File: src/rtl/demux_pkg.sv
// Shared defaults and helpers for the 1-to-N stream demultiplexer.
package demux_pkg;
  localparam int DEMUX_WIDTH_DEF = 4;
  localparam int DEMUX_N_DEF     = 2;
  localparam int DEMUX_CNT_W_DEF = 8;

  // Select width for n channels; never less than one bit.
  function automatic int clog2_min1(input int n);
    return (n <= 2) ? 1 : $clog2(n);
  endfunction
endpackage

File: src/rtl/demux_chan_slot.sv
// One-entry valid/ready holding register for a single output channel.
module demux_chan_slot
  import demux_pkg::*;
#(
  parameter int WIDTH = DEMUX_WIDTH_DEF
) (
  input  logic             CLK,
  input  logic             RST_N,
  input  logic             LOAD,
  input  logic [WIDTH-1:0] D,
  output logic [WIDTH-1:0] Q,
  output logic             VALID,
  input  logic             READY,
  output logic             FREE
);

  logic [WIDTH-1:0] r_data;
  logic             r_valid;

  // A load always wins over a drain, giving bubble-free pass-through.
  always_ff @(posedge CLK or negedge RST_N) begin
    if (!RST_N) begin
      r_data  <= '0;
      r_valid <= 1'b0;
    end else if (LOAD) begin
      r_data  <= D;
      r_valid <= 1'b1;
    end else if (r_valid && READY) begin
      r_data  <= '0;
      r_valid <= 1'b0;
    end
  end

  assign Q     = r_data;
  assign VALID = r_valid;
  assign FREE  = !r_valid || READY;

endmodule

File: src/rtl/demux_1ton_stream.sv
// Registered 1-to-N stream demultiplexer with unicast, broadcast and
// saturating counting of dropped out-of-range selects.
module demux_1ton_stream
  import demux_pkg::*;
#(
  parameter int WIDTH = DEMUX_WIDTH_DEF,
  parameter int N     = DEMUX_N_DEF,
  parameter int SEL_W = clog2_min1(N),
  parameter int CNT_W = DEMUX_CNT_W_DEF
) (
  input  logic               CLK,
  input  logic               RST_N,
  input  logic [WIDTH-1:0]   X,
  input  logic               X_VALID,
  output logic               X_READY,
  input  logic [SEL_W-1:0]   S,
  input  logic               BCAST,
  output logic [N*WIDTH-1:0] Y,
  output logic [N-1:0]       Y_VALID,
  input  logic [N-1:0]       Y_READY,
  output logic [CNT_W-1:0]   ERR_CNT
);

  localparam logic [SEL_W:0] N_EXT = (SEL_W + 1)'(N);

  logic [N-1:0]     w_onehot;
  logic [N-1:0]     w_free;
  logic [N-1:0]     w_load;
  logic             w_in_range;
  logic             w_sel_free;
  logic             w_xfer;
  logic             w_drop;
  logic [CNT_W-1:0] r_err_cnt;

  assign w_in_range = ({1'b0, S} < N_EXT);
  assign w_sel_free = |(w_onehot & w_free);

  // Out-of-range selects are always accepted so the producer never stalls on them.
  always_comb begin
    X_READY = 1'b0;
    if (RST_N) begin
      if (BCAST)
        X_READY = &w_free;
      else if (w_in_range)
        X_READY = w_sel_free;
      else
        X_READY = 1'b1;
    end
  end

  assign w_xfer = X_VALID && X_READY;
  assign w_drop = w_xfer && !BCAST && !w_in_range;

  for (genvar gi = 0; gi < N; gi++) begin : g_chan
    assign w_onehot[gi] = (S == SEL_W'(gi));
    assign w_load[gi]   = w_xfer && (BCAST || w_onehot[gi]);

    demux_chan_slot #(
      .WIDTH (WIDTH)
    ) u_slot (
      .CLK   (CLK),
      .RST_N (RST_N),
      .LOAD  (w_load[gi]),
      .D     (X),
      .Q     (Y[gi*WIDTH +: WIDTH]),
      .VALID (Y_VALID[gi]),
      .READY (Y_READY[gi]),
      .FREE  (w_free[gi])
    );
  end

  always_ff @(posedge CLK or negedge RST_N) begin
    if (!RST_N)
      r_err_cnt <= '0;
    else if (w_drop && (r_err_cnt != {CNT_W{1'b1}}))
      r_err_cnt <= r_err_cnt + 1'b1;
  end

  assign ERR_CNT = r_err_cnt;

endmodule

File: config.mk
export PLATFORM = sky130hd
export DESIGN_NAME = demux_1ton_stream
export DESIGN_NICKNAME = d
export VERILOG_FILES = /design/src/rtl/demux_pkg.sv /design/src/rtl/demux_chan_slot.sv /design/src/rtl/demux_1ton_stream.sv
export SDC_FILE = /design/constraint.sdc
export NUM_CORES = 1
export LEC_CHECK = 0
export ABC_AREA = 1
export BUFFER_PORTS_ARGS = -buffer_cell sky130_fd_sc_hd__buf_2
export CAP_MARGIN = 10
export CELL_PAD_IN_SITES_DETAIL_PLACEMENT = 0
export CELL_PAD_IN_SITES_GLOBAL_PLACEMENT = 2
export CORE_MARGIN = 2
export CORE_UTILIZATION = 21
export CTS_CLUSTER_SIZE = 24
export DETAILED_ROUTE_END_ITERATION = 8
export GPL_ROUTABILITY_DRIVEN = 0
export PLACE_DENSITY = 0.79
export SLEW_MARGIN = 20
export SYNTH_ARGS = -nofsm -noshare
export SYNTH_HDL_FRONTEND = slang
export SYNTH_SLANG_ARGS = --single-unit
File: constraint.sdc
create_clock -name CLK -period 1 [get_ports CLK]
set_input_delay 0.2 -clock CLK [delete_from_list [all_inputs] [get_ports CLK]]
set_output_delay 0.2 -clock CLK [all_outputs]
set_load 0.01 [all_outputs]
==> flow_summary.toml <==
[status]
status = "finished with violations"
violations = "negative setup slack"

[yosys]
yosysWarnings = 0
avgSynthCellArea_um2 = 8.68
synth_compound_area_frac = 0
synthMuxAreaShare = 0
synthAdderAreaFrac = 0
synth_cell_type_count = 13
syn_area_um2 = 573
synth_top_family_by_area = "simple AND/OR/NAND/NOR gates"
seq_area_frac_synth = 0.437
synth-simple-area-share = 0.380
yosys_register_bits = 10
synthCells = 66
synth-xor-area-share = 0

[drt]
drtIter0Drc = 18
vias = 554
firstDrtPassIters = 4
wl_per_cell_um = 9.96
wirelength_um = 1360
antenna_left = 0
drc = 0
via_per_inst = 4.07

[setup_path]
start_kind = "flip-flop"
end_kind = "output pin"
crit_buf_inv = 1
crit_chain = "nand3_2, nand2_2, nor2_4, buf_6"
critPathKind = "reg -> out"
arrival_ns = 1.02
cp_top_family = "flip-flops"
slowest_delay_ns = 0.41
cp_max_fo = 3
cp_slowest_cell = "dfrtp_1"
crit_required_ns = 0.80

[timing]
max_freq_mhz = 822
setup_viol = 13
hold_viol = 0
final_max_slew_viol_count = 0
tns_ns = -1.57
holdWs_ns = 0.215
fin_crit_ns = 1.22
fin_ws_ns = -0.217
rsz0062_at_grt = "yes"
skew_ns = 0.00470
fin_crit_sh = 1.22

[clock_tree]
root_buffer = "clkbuf_4"
clkSinkCount = 10
h-tree-depth = 1
clockBufferDepth = 2
cts.clk_slew.worst_paths_ns = 0.06
cts_buffers = 3
tritoncts = "built"
clock_latency_ns = 0.26

[layout]
fin_util = 0.359
layout_commonest_cell = "buf_2"
drive_above_1_share = 0.491
fillers = 273
n_antenna_cell = 0
most-common-layout-cells = "buf_2 (17), buf_4 (16), nand2_1 (13), dfrtp_1 (10)"
syn_to_final_growth_pct = 57.9
nets = 119
postLayoutCellArea_um2 = 905

[floorplan]
ios = 30
design.core.area_um2 = 2520
rows = 18
start_util = 0.227
die_area_um2 = 3160
die_w_um = 56.2
die_y_um = 56.2

[place]
io_buffers = 21
dpl_cell_area_um2 = 732
dpl.hpwl_um = 1030
pre_cts_slack_ns = -0.136

[grt]
grt_pass1_vias = 494
grt_overflow = 0
grt_pass1_wl_um = 2200
grt_max_degree = 9
antenna_found_initial = 0
grt.total_usage = 0.0882

[power_and_ir_drop]
p_per_area_nw_per_um2 = 1360
ir_drop_mv = 0.587
cellLeakagePower_nw = 0.500

[min_path]
hp-class = "in -> reg"

[flow_run]
cap_violations = 0
-- repair_timing --
| item | 4_1_cts | 5_1_grt |
|---|---|---|
| setup endpoints to repair | 11 | 20 |
| buffers inserted | 3 | 8 |
| hold buffers | 1 | 0 |
| pin swaps | 5 | 3 |
| gates resized for setup | 6 | 4 |
| hold endpoints to repair | 10 | 0 |
-- flip-flops by register name, indices dropped and copies added (netlist names) --
register and flops:
g_chan.u_slot.Q 8, g_chan.u_slot.VALID 2
-- cell usage after synthesis (all sizes together) --
| master | instances | area share |
|---|---|---|
| inv | 5 | 0.033 |
| nand2 | 16 | 0.11 |
| nand3 | 9 | 0.087 |
| buf | 11 | 0.14 |
| dfrtp | 10 | 0.44 |
| nor2 | 4 | 0.048 |
| conb | 1 | 0.0065 |
| nand4 | 10 | 0.13 |
-- kinds of logic (layout without fill, tap and decap cells) --
group                  count (synthesis)  count (layout)
flip-flops                            10              10
other                                  1               8
AND/OR/NAND/NOR                       39              39
buffers and inverters                 16              49
-- power by group --
part           internal [mW]  total, mW  leakage [nW]  switching [mW]
Combinational          0.244      0.457         0.357           0.213
Clock                  0.138      0.265        0.0138           0.126
Sequential             0.469      0.505         0.129          0.0358
Total                  0.851       1.23         0.500           0.375
-- per-layer routing --
| metal | global-route usage | vias up | wire length (um) |
|---|---|---|---|
| met4 | 0.0510 | 0 | 19 |
| met1 | 0.132 | 247 | 617 |
| met5 | 0 | - | 0 |
| met3 | 0.0163 | 2 | 97 |
| li1 | - | 284 | - |
| met2 | 0.114 | 21 | 620 |
-- worst min-delay path, stage by stage --
cell,delay [ns]
buf_2,0.11
nand4_1,0.08
nand2_1,0.05
-- area by class of cell --
cell class / instances / area [um2] / share of cell area
timing repair buffer: 41 / 303 / 0.335
multi-input combinational: 47 / 273 / 0.302
sequential: 10 / 250 / 0.277
tap: 30 / 37.5 / 0.0415
clock buffer: 3 / 22.5 / 0.0249
inverter: 5 / 18.8 / 0.0207
-- path summary, 6_finish.rpt --
kind                       cells after the start                                 end                                from  slack [ns]
min reg2reg                                    2   g_chan[0].u_slot.Q[2]$_DFFE_PN0P_   g_chan[0].u_slot.Q[2]$_DFFE_PN0P_        0.51
max                                            4                             X_READY  g_chan[0].u_slot.VALID$_DFFE_PN0P_       -0.22
min in group asynchronous                      3  g_chan[0].u_slot.VALID$_DFFE_PN0P_                               RST_N        0.46
max in group asynchronous                      3   g_chan[1].u_slot.Q[3]$_DFFE_PN0P_                               RST_N        0.43
max reg2reg                                    6   g_chan[1].u_slot.Q[0]$_DFFE_PN0P_  g_chan[1].u_slot.VALID$_DFFE_PN0P_       -0.15
min                                            3   g_chan[0].u_slot.Q[3]$_DFFE_PN0P_                                X[3]        0.21
-- through the flow --
| step | power, mW | std cells |
|---|---|---|
| final | 1.23 | 136 |
| after global routing | 1.32 | 136 |
| after CTS | 1.14 | 128 |
| after detailed placement | 0.839 | 121 |
| after global placement | 0.835 | 121 |
| after floorplan | 0.705 | 73 |
(Power assumes the default switching activity.)
